===== config.mk =====
export PLATFORM = sky130hd
export DESIGN_NAME = decode_queue_flat
export DESIGN_NICKNAME = d
export VERILOG_FILES = /design/src/rtl/decode_queue_pkg.sv /design/src/rtl/decode_queue_if.sv /design/src/rtl/decode_queue_inst_decode_core.sv /design/src/rtl/decode_queue.sv /design/src/flat_wrapper.sv
export SDC_FILE = /design/constraint.sdc
export NUM_CORES = 1
export LEC_CHECK = 0
export CORE_AREA = 10 10 203 205
export DETAILED_ROUTE_END_ITERATION = 6
export DIE_AREA = 0 0 213 215
export SLEW_MARGIN = 20
export SYNTH_ARGS = -nofsm -noshare
export SYNTH_HDL_FRONTEND = slang
export SYNTH_SLANG_ARGS = --single-unit

===== constraint.sdc =====
create_clock -name clk_in -period 15.2 [get_ports clk_in]
set_clock_uncertainty 0.2 [all_clocks]
set_input_delay 3.04 -clock clk_in [delete_from_list [all_inputs] [get_ports clk_in]]
set_output_delay 3.04 -clock clk_in [all_outputs]
set_load 0.02 [all_outputs]

===== src/rtl/decode_queue_pkg.sv =====
// decode_queue_pkg: shared constants and types for the decode queue.
//   - RV32I major opcodes used by the decoder
//   - internal op encoding (ADD..LUI), 5 bits wide
//   - decoded-record layout stored per FIFO entry
// Optional feature macro BR_TARGET_EN has no effect on this file.
package decode_queue_pkg;

  localparam int unsigned INST_W   = 32;
  localparam int unsigned REG_W    = 5;
  localparam int unsigned IMM_W    = 32;
  localparam int unsigned OP_ENC_W = 5;

  typedef enum logic [6:0] {
    OPC_LUI   = 7'b0110111,
    OPC_AUIPC = 7'b0010111,
    OPC_JAL   = 7'b1101111,
    OPC_JALR  = 7'b1100111,
    OPC_BR    = 7'b1100011,
    OPC_LD    = 7'b0000011,
    OPC_ST    = 7'b0100011,
    OPC_IMM   = 7'b0010011,
    OPC_BIN   = 7'b0110011
  } opcode_e;

  typedef enum logic [OP_ENC_W-1:0] {
    OP_ADD, OP_SUB, OP_SLL, OP_SLT, OP_SLTU, OP_XOR, OP_SRL, OP_SRA,
    OP_OR, OP_AND, OP_LB, OP_LH, OP_LW, OP_LBU, OP_LHU, OP_SB, OP_SH,
    OP_SW, OP_BEQ, OP_BNE, OP_BLT, OP_BGE, OP_BLTU, OP_BGEU, OP_JAL,
    OP_JALR, OP_AUIPC, OP_LUI
  } op_e;

  typedef struct packed {
    op_e              op;
    logic             branch;
    logic             ls;
    logic             use_imm;
    logic [REG_W-1:0] rd;
    logic [REG_W-1:0] rs1;
    logic [REG_W-1:0] rs2;
    logic [IMM_W-1:0] imm;
    logic             illegal;
  } dec_rec_t;

endpackage


===== src/rtl/decode_queue_if.sv =====
// decode_queue_if: fetch-side and issue-side handshake bundle.
//   in_*  : fetch offers an instruction + PC (valid/ready)
//   out_* : decoded head record towards issue (valid/ready)
//   master = producer/consumer side, slave = decode_queue side.
// With BR_TARGET_EN defined, out_target carries the per-entry branch target.
interface decode_queue_if #(
  parameter int unsigned ADDR_W = 32,
  parameter int unsigned OP_W   = 5
);
  logic              in_valid;
  logic              in_ready;
  logic [31:0]       in_inst;
  logic [ADDR_W-1:0] in_pc;
  logic              out_valid;
  logic              out_ready;
  logic [OP_W-1:0]   out_op;
  logic              out_branch;
  logic              out_ls;
  logic              out_use_imm;
  logic [4:0]        out_rd;
  logic [4:0]        out_rs1;
  logic [4:0]        out_rs2;
  logic [31:0]       out_imm;
  logic [ADDR_W-1:0] out_pc;
  logic              out_illegal;
`ifdef BR_TARGET_EN
  logic [ADDR_W-1:0] out_target;
`endif

  modport master (
`ifdef BR_TARGET_EN
    input  out_target,
`endif
    output in_valid, in_inst, in_pc, out_ready,
    input  in_ready, out_valid, out_op, out_branch, out_ls, out_use_imm,
           out_rd, out_rs1, out_rs2, out_imm, out_pc, out_illegal
  );

  modport slave (
`ifdef BR_TARGET_EN
    output out_target,
`endif
    input  in_valid, in_inst, in_pc, out_ready,
    output in_ready, out_valid, out_op, out_branch, out_ls, out_use_imm,
           out_rd, out_rs1, out_rs2, out_imm, out_pc, out_illegal
  );
endinterface


===== src/rtl/decode_queue_inst_decode_core.sv =====
// inst_decode_core: purely combinational RV32I instruction -> decoded record.
//   inst : raw 32-bit instruction
//   rec  : op, branch/ls/use_imm flags, register indices, immediate, illegal
// Unsupported encodings yield illegal=1 with a neutral ADD/no-imm record.
// Optional feature macro BR_TARGET_EN has no effect on this file.
module inst_decode_core
  import decode_queue_pkg::*;
(
  input  logic [31:0] inst,
  output dec_rec_t    rec
);

  logic [2:0]  f3;
  logic [6:0]  f7;
  logic [31:0] imm_i, imm_s, imm_b, imm_j, imm_u, shamt;

  assign f3    = inst[14:12];
  assign f7    = inst[31:25];
  assign imm_i = {{20{inst[31]}}, inst[31:20]};
  assign imm_s = {{20{inst[31]}}, inst[31:25], inst[11:7]};
  assign imm_b = {{20{inst[31]}}, inst[7], inst[30:25], inst[11:8], 1'b0};
  assign imm_j = {{12{inst[31]}}, inst[19:12], inst[20], inst[30:21], 1'b0};
  assign imm_u = {inst[31:12], 12'b0};
  assign shamt = {27'b0, inst[24:20]};

  always_comb begin
    rec         = '0;
    rec.op      = OP_ADD;
    rec.rd      = inst[11:7];
    rec.rs1     = inst[19:15];
    rec.rs2     = inst[24:20];
    rec.use_imm = 1'b1;
    case (inst[6:0])
      OPC_LUI:   begin rec.op = OP_LUI;   rec.imm = imm_u; end
      OPC_AUIPC: begin rec.op = OP_AUIPC; rec.imm = imm_u; end
      OPC_JAL:   begin rec.op = OP_JAL; rec.branch = 1'b1; rec.imm = imm_j; end
      OPC_JALR: begin
        rec.op = OP_JALR; rec.branch = 1'b1; rec.imm = imm_i;
        rec.illegal = (f3 != 3'b000);
      end
      OPC_BR: begin
        rec.branch = 1'b1; rec.imm = imm_b;
        case (f3)
          3'b000:  rec.op = OP_BEQ;
          3'b001:  rec.op = OP_BNE;
          3'b100:  rec.op = OP_BLT;
          3'b101:  rec.op = OP_BGE;
          3'b110:  rec.op = OP_BLTU;
          3'b111:  rec.op = OP_BGEU;
          default: rec.illegal = 1'b1;
        endcase
      end
      OPC_LD: begin
        rec.ls = 1'b1; rec.imm = imm_i;
        case (f3)
          3'b000:  rec.op = OP_LB;
          3'b001:  rec.op = OP_LH;
          3'b010:  rec.op = OP_LW;
          3'b100:  rec.op = OP_LBU;
          3'b101:  rec.op = OP_LHU;
          default: rec.illegal = 1'b1;
        endcase
      end
      OPC_ST: begin
        rec.ls = 1'b1; rec.imm = imm_s;
        case (f3)
          3'b000:  rec.op = OP_SB;
          3'b001:  rec.op = OP_SH;
          3'b010:  rec.op = OP_SW;
          default: rec.illegal = 1'b1;
        endcase
      end
      OPC_IMM: begin
        rec.imm = imm_i;
        case (f3)
          3'b000: rec.op = OP_ADD;
          3'b001: begin rec.op = OP_SLL; rec.imm = shamt; end
          3'b010: rec.op = OP_SLT;
          3'b011: rec.op = OP_SLTU;
          3'b100: rec.op = OP_XOR;
          3'b101: begin rec.op = inst[30] ? OP_SRA : OP_SRL; rec.imm = shamt; end
          3'b110: rec.op = OP_OR;
          default: rec.op = OP_AND;
        endcase
      end
      OPC_BIN: begin
        rec.use_imm = 1'b0;
        if (f7 == 7'b0000000) begin
          case (f3)
            3'b000:  rec.op = OP_ADD;
            3'b001:  rec.op = OP_SLL;
            3'b010:  rec.op = OP_SLT;
            3'b011:  rec.op = OP_SLTU;
            3'b100:  rec.op = OP_XOR;
            3'b101:  rec.op = OP_SRL;
            3'b110:  rec.op = OP_OR;
            default: rec.op = OP_AND;
          endcase
        end else if (f7 == 7'b0100000 && f3 == 3'b000) begin
          rec.op = OP_SUB;
        end else if (f7 == 7'b0100000 && f3 == 3'b101) begin
          rec.op = OP_SRA;
        end else begin
          rec.illegal = 1'b1;
        end
      end
      default: rec.illegal = 1'b1;
    endcase
    // Illegal entries still travel down the queue, but as an inert ADD.
    if (rec.illegal) begin
      rec.op      = OP_ADD;
      rec.use_imm = 1'b0;
      rec.branch  = 1'b0;
      rec.ls      = 1'b0;
      rec.imm     = '0;
    end
  end

endmodule


===== src/rtl/decode_queue.sv =====
// decode_queue: buffered RV32I decode stage, DEPTH-entry circular FIFO.
//   clk_in, rst_in : clock, asynchronous active-high reset
//   flush          : synchronous discard of all entries (beats push/pop)
//   bus (slave)    : in_* fetch handshake, out_* head-record handshake
//   count          : current occupancy
// Instructions are decoded at enqueue; head fields come straight from storage.
// Define BR_TARGET_EN to add out_target (pc+imm for BRANCH/JAL, else 0).
module decode_queue
  import decode_queue_pkg::*;
#(
  parameter int unsigned DEPTH  = 4,
  parameter int unsigned ADDR_W = 32,
  parameter int unsigned OP_W   = 5
)(
  input  logic                   clk_in,
  input  logic                   rst_in,
  input  logic                   flush,
  decode_queue_if.slave          bus,
  output logic [$clog2(DEPTH):0] count
);

  localparam int unsigned PTR_W = $clog2(DEPTH);
  localparam int unsigned CNT_W = PTR_W + 1;

  dec_rec_t          dec;
  logic [PTR_W-1:0]  head_q, head_d, tail_q, tail_d;
  logic [CNT_W-1:0]  count_q, count_d;
  dec_rec_t          rec_q [DEPTH];
  dec_rec_t          rec_d [DEPTH];
  logic [ADDR_W-1:0] pc_q  [DEPTH];
  logic [ADDR_W-1:0] pc_d  [DEPTH];
  logic              in_ready, out_valid, push, pop;
`ifdef BR_TARGET_EN
  logic [ADDR_W-1:0] tgt;
  logic [ADDR_W-1:0] tgt_q [DEPTH];
  logic [ADDR_W-1:0] tgt_d [DEPTH];
`endif

  inst_decode_core u_decode (
    .inst (bus.in_inst),
    .rec  (dec)
  );

`ifdef BR_TARGET_EN
  // JALR is a branch but its target depends on rs1, so it stores 0.
  assign tgt = (dec.branch && dec.op != OP_JALR)
             ? bus.in_pc + ADDR_W'($signed(dec.imm)) : '0;
`endif

  // Full blocks a push even when a pop happens in the same cycle.
  assign in_ready  = (count_q != CNT_W'(DEPTH));
  assign out_valid = (count_q != '0);
  assign push      = bus.in_valid && in_ready;
  assign pop       = out_valid && bus.out_ready;

  always_comb begin
    head_d  = head_q;
    tail_d  = tail_q;
    count_d = count_q;
    rec_d   = rec_q;
    pc_d    = pc_q;
`ifdef BR_TARGET_EN
    tgt_d   = tgt_q;
`endif
    if (flush) begin
      head_d  = '0;
      tail_d  = '0;
      count_d = '0;
    end else begin
      if (push) begin
        rec_d[tail_q] = dec;
        pc_d[tail_q]  = bus.in_pc;
`ifdef BR_TARGET_EN
        tgt_d[tail_q] = tgt;
`endif
        tail_d = tail_q + PTR_W'(1);
      end
      if (pop) head_d = head_q + PTR_W'(1);
      case ({push, pop})
        2'b10:   count_d = count_q + CNT_W'(1);
        2'b01:   count_d = count_q - CNT_W'(1);
        default: count_d = count_q;
      endcase
    end
  end

  always_ff @(posedge clk_in or posedge rst_in) begin
    if (rst_in) begin
      head_q  <= '0;
      tail_q  <= '0;
      count_q <= '0;
      for (int unsigned i = 0; i < DEPTH; i++) begin
        rec_q[i] <= '0;
        pc_q[i]  <= '0;
`ifdef BR_TARGET_EN
        tgt_q[i] <= '0;
`endif
      end
    end else begin
      head_q  <= head_d;
      tail_q  <= tail_d;
      count_q <= count_d;
      rec_q   <= rec_d;
      pc_q    <= pc_d;
`ifdef BR_TARGET_EN
      tgt_q   <= tgt_d;
`endif
    end
  end

  assign count           = count_q;
  assign bus.in_ready    = in_ready;
  assign bus.out_valid   = out_valid;
  assign bus.out_op      = OP_W'(rec_q[head_q].op);
  assign bus.out_branch  = rec_q[head_q].branch;
  assign bus.out_ls      = rec_q[head_q].ls;
  assign bus.out_use_imm = rec_q[head_q].use_imm;
  assign bus.out_rd      = rec_q[head_q].rd;
  assign bus.out_rs1     = rec_q[head_q].rs1;
  assign bus.out_rs2     = rec_q[head_q].rs2;
  assign bus.out_imm     = rec_q[head_q].imm;
  assign bus.out_illegal = rec_q[head_q].illegal;
  assign bus.out_pc      = pc_q[head_q];
`ifdef BR_TARGET_EN
  assign bus.out_target  = tgt_q[head_q];
`endif

endmodule


===== src/flat_wrapper.sv =====
// flat-port wrapper written by rule: the top's interface ports become plain ports
module decode_queue_flat import decode_queue_pkg::*;
#(
  parameter int unsigned DEPTH  = 4,
  parameter int unsigned ADDR_W = 32,
  parameter int unsigned OP_W   = 5
)
  (clk_in, rst_in, flush, count, bus_in_valid, bus_in_inst, bus_in_pc, bus_out_ready, bus_in_ready, bus_out_valid, bus_out_op, bus_out_branch, bus_out_ls, bus_out_use_imm, bus_out_rd, bus_out_rs1, bus_out_rs2, bus_out_imm, bus_out_pc, bus_out_illegal);
  decode_queue_if #(.ADDR_W(ADDR_W), .OP_W(OP_W)) bus_i ();
  input  logic clk_in;
  input  logic rst_in;
  input  logic flush;
  output logic [$clog2(DEPTH):0] count;
  input wire logic [$bits(bus_i.in_valid)-1:0] bus_in_valid;
  input wire logic [$bits(bus_i.in_inst)-1:0] bus_in_inst;
  input wire logic [$bits(bus_i.in_pc)-1:0] bus_in_pc;
  input wire logic [$bits(bus_i.out_ready)-1:0] bus_out_ready;
  output wire logic [$bits(bus_i.in_ready)-1:0] bus_in_ready;
  output wire logic [$bits(bus_i.out_valid)-1:0] bus_out_valid;
  output wire logic [$bits(bus_i.out_op)-1:0] bus_out_op;
  output wire logic [$bits(bus_i.out_branch)-1:0] bus_out_branch;
  output wire logic [$bits(bus_i.out_ls)-1:0] bus_out_ls;
  output wire logic [$bits(bus_i.out_use_imm)-1:0] bus_out_use_imm;
  output wire logic [$bits(bus_i.out_rd)-1:0] bus_out_rd;
  output wire logic [$bits(bus_i.out_rs1)-1:0] bus_out_rs1;
  output wire logic [$bits(bus_i.out_rs2)-1:0] bus_out_rs2;
  output wire logic [$bits(bus_i.out_imm)-1:0] bus_out_imm;
  output wire logic [$bits(bus_i.out_pc)-1:0] bus_out_pc;
  output wire logic [$bits(bus_i.out_illegal)-1:0] bus_out_illegal;
  assign bus_i.in_valid = bus_in_valid;
  assign bus_i.in_inst = bus_in_inst;
  assign bus_i.in_pc = bus_in_pc;
  assign bus_i.out_ready = bus_out_ready;
  assign bus_in_ready = bus_i.in_ready;
  assign bus_out_valid = bus_i.out_valid;
  assign bus_out_op = bus_i.out_op;
  assign bus_out_branch = bus_i.out_branch;
  assign bus_out_ls = bus_i.out_ls;
  assign bus_out_use_imm = bus_i.out_use_imm;
  assign bus_out_rd = bus_i.out_rd;
  assign bus_out_rs1 = bus_i.out_rs1;
  assign bus_out_rs2 = bus_i.out_rs2;
  assign bus_out_imm = bus_i.out_imm;
  assign bus_out_pc = bus_i.out_pc;
  assign bus_out_illegal = bus_i.out_illegal;
  decode_queue #(.DEPTH(DEPTH), .ADDR_W(ADDR_W), .OP_W(OP_W)) u_core (.clk_in(clk_in), .rst_in(rst_in), .flush(flush), .bus(bus_i), .count(count));
endmodule

# Yosys cells after proc, flatten, opt, wreduce, memory -nomap -nowiden

Cells that the tools add are included.

Add/sub/neg operators: 4
Magnitude comparators: 3
Equal/unequal tests: 20
Multiplexer cells: 42
Bitwise logic cells: 3
Reductions and logical operators: 22

Operators by type and width:

| kind                                          | count |
|---|---|
| bitwise mux 224 bit                           | 1 |
| one-hot mux 32 bit (6 select lines)           | 1 |
| 2-to-1 mux 56 bit                             | 3 |
| 2-to-1 mux 32 bit                             | 5 |
| bitwise mux 128 bit                           | 1 |
| binary-select mux 56 bit (select 2 bit)       | 1 |
| demux 56 bit (select 2 bit)                   | 1 |
| binary-select mux 32 bit (select 2 bit)       | 1 |
| demux 32 bit (select 2 bit)                   | 1 |
| one-hot mux 4 bit (7 select lines)            | 2 |
| one-hot mux 5 bit (9 select lines)            | 1 |
| one-hot mux 5 bit (6 select lines)            | 1 |
| == test 7 x 6 -> 1 bit, second input constant | 4 |
| == test 7 bit, second input constant          | 3 |
| one-hot mux 4 bit (5 select lines)            | 1 |
| one-hot mux 5 bit (3 select lines)            | 1 |
| == test 7 x 5 -> 1 bit, second input constant | 2 |
| == test 3 bit, second input constant          | 4 |
| 2-to-1 mux 1 bit                              | 10 |
| 2-to-1 mux 3 bit                              | 3 |
| nonzero test 3 bit                            | 3 |
| 2-to-1 mux 2 bit                              | 4 |
| 2-to-1 mux 8 bit                              | 1 |
| OR reduction 2 bit                            | 4 |
| 25 further kinds                              | 35 |

Flip-flop bits (word level): 359
Bits of input ports: 69
Output and inout port bits: 93
Word-level logic and storage cells: 137

# Longest topological paths before layout

Gate-level depths: netlist (run 1).

Word-level depth: 8
Gate-level depth with buffers: 9
Gate-level depth less buffers: 7

# Cells and area by module

Synthesis (run 1) repeated with hierarchy kept, for this count alone.

Cells, all modules: 1130
Area total of the unflattened synthesis: 17561.8 sq um

Modules (own cells, without submodules):

| module           | instances | cells an instance | area each (sq um) | sequential area each (sq um) |
|---|---|---|---|---|
| decode_queue     | 1         | 912               | 16161.8           | 8983.6 |
| inst_decode_core | 1         | 218               | 1400.1            | 0.0 |

# Worst setup path after synthesis (run 1)

No wires, ideal clock.

Path type: register -> output
Start: register u_core.head_q[1]
End: output bus_out_imm[14]
Data arrival time: 1.827 ns
Data required time: 11.960 ns
Path slack: 10.133 ns
Cell stages (with the launch flop): 4
Path buffers: 2
Path through: dfrtp_1 clkbuf_1 clkbuf_1 mux4_2

Cells in the longest elaborated chain, start to end: 4

RTL lines:

| element                                   | RTL line            | text |
|---|---|---|
| start: declaration                        | decode_queue.sv:26  | `logic [PTR_W-1:0] head_q, head_d, tail_q, tail_d;` |
| start signal: assignment                  | decode_queue.sv:89  | `head_q <= '0;` |
| start signal: assignment                  | decode_queue.sv:100 | `head_q <= head_d;` |
| inverter 2 -> 3 bit (implied by the code) | decode_queue.sv:121 | `assign bus.out_imm = rec_q[head_q].imm;` |
| binary-select mux 56 bit (select 2 bit)   | decode_queue.sv:121 |  |
| 2-to-1 mux 56 bit (2 in series)           | -                   |  |
| end: declaration                          | flat_wrapper.sv:27  | `output wire logic [$bits(bus_i.out_imm)-1:0] bus_out_imm;` |

Every way passes these cells. The select of a mux whose other input is x is not followed.

# Worst setup path after layout (run 1)

Start: register u_core.head_q[0]
End: output bus_out_imm[20]

Same word-level chain as after synthesis.

==> out/results.txt, run 1 <==
post-synthesis register bit count = 359
cell-internal power = 2.37 mW
CP Launch Type = flip-flop
Post-synth top cells = dfrtp_1, mux2_2, a22o_1
Setup Viol. Count Final = 0
Starting Density = 44.5%
ys flop type = dfrtp_1
pre-CTS WS = 8800 ps
Critical Path End Type = output pin
drt via density = 6.04
CP top delay family = buffers and inverters
worst reg2reg path endpoint = u_core.rec_q[67]
unrepaired setup endpoints after global routing = false
Net Count, Synth = 1213
Final WS setup = 8390 ps
Ys Warns = 0
die area = 0.0458 sq mm
antenna violation net count after detailed routing = 0
LEAKAGE = 8.58 nW
Relative slew margins = 32.1%
Residual DRC = 0
power share of the sequential group = 40.3%
post-synth top area cell = dfrtp_1
Hold WS = 268 ps
r2r setup slk = 11560 ps
Seq/Total Area, Yosys = 54.3%
Die Span X = 213 microns
Syn Inst Count = 1135
IO Port Bufs = 161
worst path bufs/invs = 2
die height = 215 microns
most numerous cell in the Yosys netlist = dfrtp_1
hold crit path type = flip-flop to flip-flop
NetSw = 1.00 mW
CTS tree = done
Final Util = 53.2%
clock transition at the registers of the reported paths = 60 ps
vias in the first global route = 11400
DRT Wirelength = 43.1 mm
layout cells sized above 1 = 29.4%
Mapped Avg Cell Area = 14.6 sq um
WHS Endpoint = u_core.rec_q[53]
GP Congestion = 0.872
R2R Path Start = u_core.count[0]
Critical Path RT = 11960 ps
root buffer cell = clkbuf_16
# rows = 71
Final Power = 3.37 mW
number of synthesized flops with an enable pin = 0
first-pass GRT wire length = 68.4 mm
initial antenna violation count = 1
DR iter-0 viols = 767
latest clock arrival within the worst-skew pair = 530 ps
cts bufs inserted = 41
outcome = finished, final reports clean
vias = 10600
pin count of the biggest net entering global routing = 171
grt total ovfl = 0
hold_buf cts = 0
# fillers = 3115
fin crit period = 6810 ps
Core ar. = 0.0372 sq mm
CP max stage delay = 900 ps
H-tree levels = 2
total of max-cap violations = 0
WP data arrival = 3570 ps
Comb power frac = 31.1%
Total GRT Usage = 18.9%
IO Pins = 162
period utilization = 44.8%
DRT Pass-1 Iters = 5
fraction of registers with async set/reset = 100%
Syn-to-layout area delta = 19.7%
routed len/inst = 24.5 microns
post-DP HPWL = 26.1 mm
crit path cell chain = buf_4, mux4_2, clkdlybuf4s50_1
Antenna Cells = 0
crit path max fanout = 55
top post-synthesis cells by area = dfrtp_1, mux4_2, mux2_2
clk buf depth = 3
Critical-path top delay cell = dfrtp_4
Sw Ratio = 29.7%
Setup Buffers After CTS = 0
mapped cell area = 0.0166 sq mm
R2R depth = 7
fin. max-slew vios = 0
crit path kind = flip-flop to output pin
Distinct cells, synth = 62
Nets = 1335
hold depth = 2
worst slew pin tran = 1020 ps
FMAX = 147 MHz
post-CTS sizing = 0
pwr dens = 170 mW/mm^2
hold path start = u_core.rec_q[53]
Peak VDD IR = 0.104 mV
TNS Setup = 0 ps
Final Hold Fails = 0
Yosys top cell area share = 54.3%
clock share of power = 28.5%
CTS sink cnt = 359
==> worst max-delay path by stage <==
stage / start / to / slack, ps / depth (start not counted)
after floorplan: rst_in / u_core.count[0] / 2000 / 1
after global placement: bus_in_inst[2] / u_core.rec_q[0] / 8680 / 6
after detailed placement: flush / u_core.rec_q[64] / 8800 / 7
after CTS: u_core.head_q[0] / bus_out_imm[30] / 8260 / 3
after global routing: u_core.head_q[0] / bus_out_imm[30] / 8140 / 3
final: u_core.head_q[0] / bus_out_imm[20] / 8390 / 3
==> registers in the layout (all words and copies together) (netlist names) <==
register and cells:
u_core.rec_q 224, u_core.count 3, u_core.head_q 2, u_core.pc_q 128
u_core.tail_q 2
==> power by group through the flow <==
stage | Clock [mW] | Sequential [mW] | Combinational, mW
5_1_grt | 1.03 | 1.40 | 1.12
4_1_cts | 0.982 | 1.36 | 1.07
2_1_floorplan | 0 | 1.30 | 0.737
3_5_place_dp | 0 | 1.37 | 1.07
6_report | 0.961 | 1.36 | 1.05
3_3_place_gp | 0 | 1.37 | 1.06
==> routing by layer <==
layer	up-vias	wire, microns	track usage (%)
li1	4618	-	-
met1	5675	18900	25.3
met2	290	20700	30.5
met3	59	2700	4.58
met4	2	804	4.40
met5	-	13	0
==> kinds of logic (layout without fill, tap and decap cells) <==
group,Yosys count,in the layout,share of synthesized area (%)
AOI/OAI and AO/OA,224,224,11.1
xor gates and xnor gates,10,10,0.529
adders and majority gates,10,10,0.786
buffers and inverters,105,257,3.04
DFF,359,359,54.3
muxes,283,283,25.6
and+or+nand+nor,144,144,4.61
==> cell type report <==
cell class | instances | area (sq um) | area share (%)
Clock buffer | 62 | 1210 | 6.13
Inverter | 9 | 41.3 | 0.208
Timing Repair Buffer | 175 | 1730 | 8.73
Tap cell | 474 | 593 | 2.99
Sequential cell | 359 | 8990 | 45.4
Clock inverter | 11 | 97.6 | 0.493
Multi-Input combinational cell | 671 | 7150 | 36.1
==> tightest hold or removal path, delay by kind of cell, from the launching register on <==
kind / cells / cell delay [ps]
flops: 1 / 330
simple gates: 1 / 50
compound gates: 1 / 50
==> metrics by stage <==
stage	cell area (sq um)	instances
global route	19800	1761
global placement	18500	1688
detailed placement	18500	1688
CTS	19800	1761
floorplan	16600	1135
finish	19800	1761
==> cell usage in the layout (no fill, tap or decap), drive strengths merged, types with 7 or more instances in the layout <==
cell type	Yosys	final
nand2	63	63
ha	8	8
clkbuf	23	62
o31ai	30	30
o21ai	18	18
buf	73	14
inv	9	10
mux4	88	88
clkdlybuf4s50	0	161
nor2	20	20
nor4	9	9
a21oi	7	7
mux2	193	193
nor2b	10	10
a21o	10	10
a22o	111	111
dfrtp	359	359
a32o	24	24
Note: power is estimated with default switching activity, not from simulation.
==> inputs of run 2 (changes only) <==
PLACE_DENSITY = 0.67   (was unset)
clock period = 5.8 ns   (was 15.2 ns; I/O delays follow)
==> run 2 against run 1 <==
Global-route usage decreased by 0.25 points. Core utilization increased by 0.44 points. Largest power group unchanged. Routed wire length decreased by 1.4%. Via count decreased by 0.39%.
==> out/results.txt, run 2 (synthesis gave the netlist of run 1 again) <==
hold crit path type = flip-flop to flip-flop (unchanged)
clock transition at the registers of the reported paths = 60 ps (about the same)
Nets = 1342 (was 1335)
first-pass GRT wire length = 67.8 mm (was 68.4 mm)
Finished Layout Cells = 1767 (was 1761)
most common cell after layout, fill and taps aside = dfrtp_1 (unchanged)
fin crit period = 4420 ps
unrepaired setup endpoints after global routing = false (unchanged)
CP Launch Type = flip-flop (unchanged)
Critical Path End Type = output pin (unchanged)
Starting Density = 44.5% (unchanged)
post-DP HPWL = 26.5 mm (was 26.1 mm)
pwr dens = 451 mW/mm^2 (was 170 mW/mm^2)
most frequent cells in the layout = dfrtp_1, mux2_2, clkdlybuf4s50_1 (unchanged)
antenna violation net count after detailed routing = 0 (unchanged)
Syn-to-layout area delta = 20.6% (was 19.7%)
CTS sink cnt = 359 (unchanged)
IO Pins = 162 (unchanged)
DRT Pass-1 Iters = 4 (was 5)
# rows = 71 (unchanged)
CP max stage delay = 910 ps (was 900 ps)
NetSw = 2.63 mW (was 1.00 mW)
fin. max-slew vios = 0 (unchanged)
Peak VDD IR = 0.351 mV (was 0.104 mV)
Sw Ratio = 29.2% (was 29.7%)
grt total ovfl = 0 (unchanged)
LEAKAGE = 8.65 nW (was 8.58 nW)
post-CTS sizing = 0 (unchanged)
Comb power frac = 30.9% (was 31.1%)
DR iter-0 viols = 739 (was 767)
die area = 0.0458 sq mm (unchanged)
period utilization = 76.1%
worst slew pin tran = 1010 ps (was 1020 ps)
Core ar. = 0.0372 sq mm (unchanged)
layout cells sized above 1 = 29.7% (was 29.4%)
max reg flops = 224 (unchanged)
total of max-cap violations = 0 (unchanged)
CTS tree = done (unchanged)
initial antenna violation count = 1 (unchanged)
worst path bufs/invs = 2 (unchanged)
Critical Path RT = 4440 ps (was 11960 ps)
Antenna Cells = 0 (unchanged)
die height = 215 microns (unchanged)
outcome = finished, final reports clean (unchanged)
cts bufs inserted = 41 (unchanged)
IO Port Bufs = 161 (unchanged)
FMAX = 226 MHz
Setup Viol. Count Final = 0 (unchanged)
GP Congestion = 0.852 (was 0.872)
routed len/inst = 24.1 microns (was 24.5 microns)
power share of the sequential group = 39.5% (was 40.3%)
crit path cell chain = buf_4, mux4_2, clkdlybuf4s50_1 (unchanged)
vias in the first global route = 11500 (was 11400)
Cells after DPL = 1695 (was 1688)
Residual DRC = 0 (unchanged)
Die Span X = 213 microns (unchanged)
CP top delay family = buffers and inverters (unchanged)
pin count of the biggest net entering global routing = 189 (was 171)
vias = 10600 (about the same)
H-tree levels = 2 (unchanged)
Top reg by flops = u_core.rec_q (unchanged)
Relative slew margins = 31.7% (was 32.1%)
cell-internal power = 6.37 mW (was 2.37 mW)
Total GRT Usage = 18.7% (was 18.9%)
hold_buf cts = 0 (unchanged)
crit path max fanout = 33 (was 55)
drt via density = 6.00 (was 6.04)
Final Hold Fails = 0 (unchanged)
root buffer cell = clkbuf_16 (unchanged)
Critical-path top delay cell = dfrtp_4 (unchanged)
latest clock arrival within the worst-skew pair = 540 ps (was 530 ps)
DRT Wirelength = 42.5 mm (was 43.1 mm)
Setup Buffers After CTS = 0 (unchanged)
WP data arrival = 3060 ps (was 3570 ps)
clk buf depth = 3 (unchanged)
clock share of power = 29.5% (was 28.5%)
Final Power = 9.00 mW (was 3.37 mW)
crit path kind = flip-flop to output pin (unchanged)
==> run 2: stage by stage <==
step / hold slack, ps / setup WS (ps) / utilization [%] / cell area (sq um) / TNS (ps)
floorplan: 242 / -372 / - / 16600 / -133650
global placement: 254 / 1490 / 49.9 / 18600 / 0
detailed placement: 266 / 1430 / 49.9 / 18600 / 0
CTS: 278 / 1290 / 53.7 / 20000 / 0
global route: 296 / 1200 / 53.7 / 20000 / 0
finish: 275 / 1380 / 53.7 / 20000 / 0
==> run 2: final timing paths <==
| kind | startpoint | to | slack (ps) | depth (start not counted) |
|---|---|---|---|---|
| max | u_core.head_q[0] | bus_out_illegal | 1380 | 3 |
| min | u_core.rec_q[111] | u_core.rec_q[111] | 280 | 2 |
| max reg2reg | u_core.count[0] | u_core.rec_q[39] | 2450 | 5 |
| min reg2reg | u_core.rec_q[111] | u_core.rec_q[111] | 280 | 2 |
| max in group asynchronous | rst_in | u_core.rec_q[23] | 3320 | 3 |
| min in group asynchronous | rst_in | u_core.rec_q[107] | 770 | 2 |
==> run 2: worst register-to-register path: stages, from the launching register on <==
cell and delay, ps:
dfrtp_1 450, or3b_1 520, and3b_1 390, nand2_4 690
buf_4 570, mux2_2 410
==> run 2: layout make-up <==
cell class	count	area, sq um
Clock buffer	62	1230
Clock inverter	10	174
Fill cell	3040	17200
Inverter	9	37.5
Multi-Input combinational cell	671	7130
Sequential cell	359	8990
Tap cell	474	593
Timing Repair Buffer	182	1820
==> run 2: power by group through the flow <==
stage	Clock [mW]	Combinational, mW	Sequential [mW]
final	2.66	2.79	3.56
after global routing	2.82	2.98	3.65
after CTS	2.72	2.84	3.56
after detailed placement	0	2.82	3.60
after global placement	0	2.78	3.56
after floorplan	0	1.93	3.40
==> run 2: metal layers <==
layer  part of all wire, %  vias up  track usage [%]
met1                    42     5631             24.2
li1                      -     4626                -
met4                   1.8        2             4.26
met2                    48      286             30.3
met3                   7.4       58             5.55
met5                 0.024        -                0
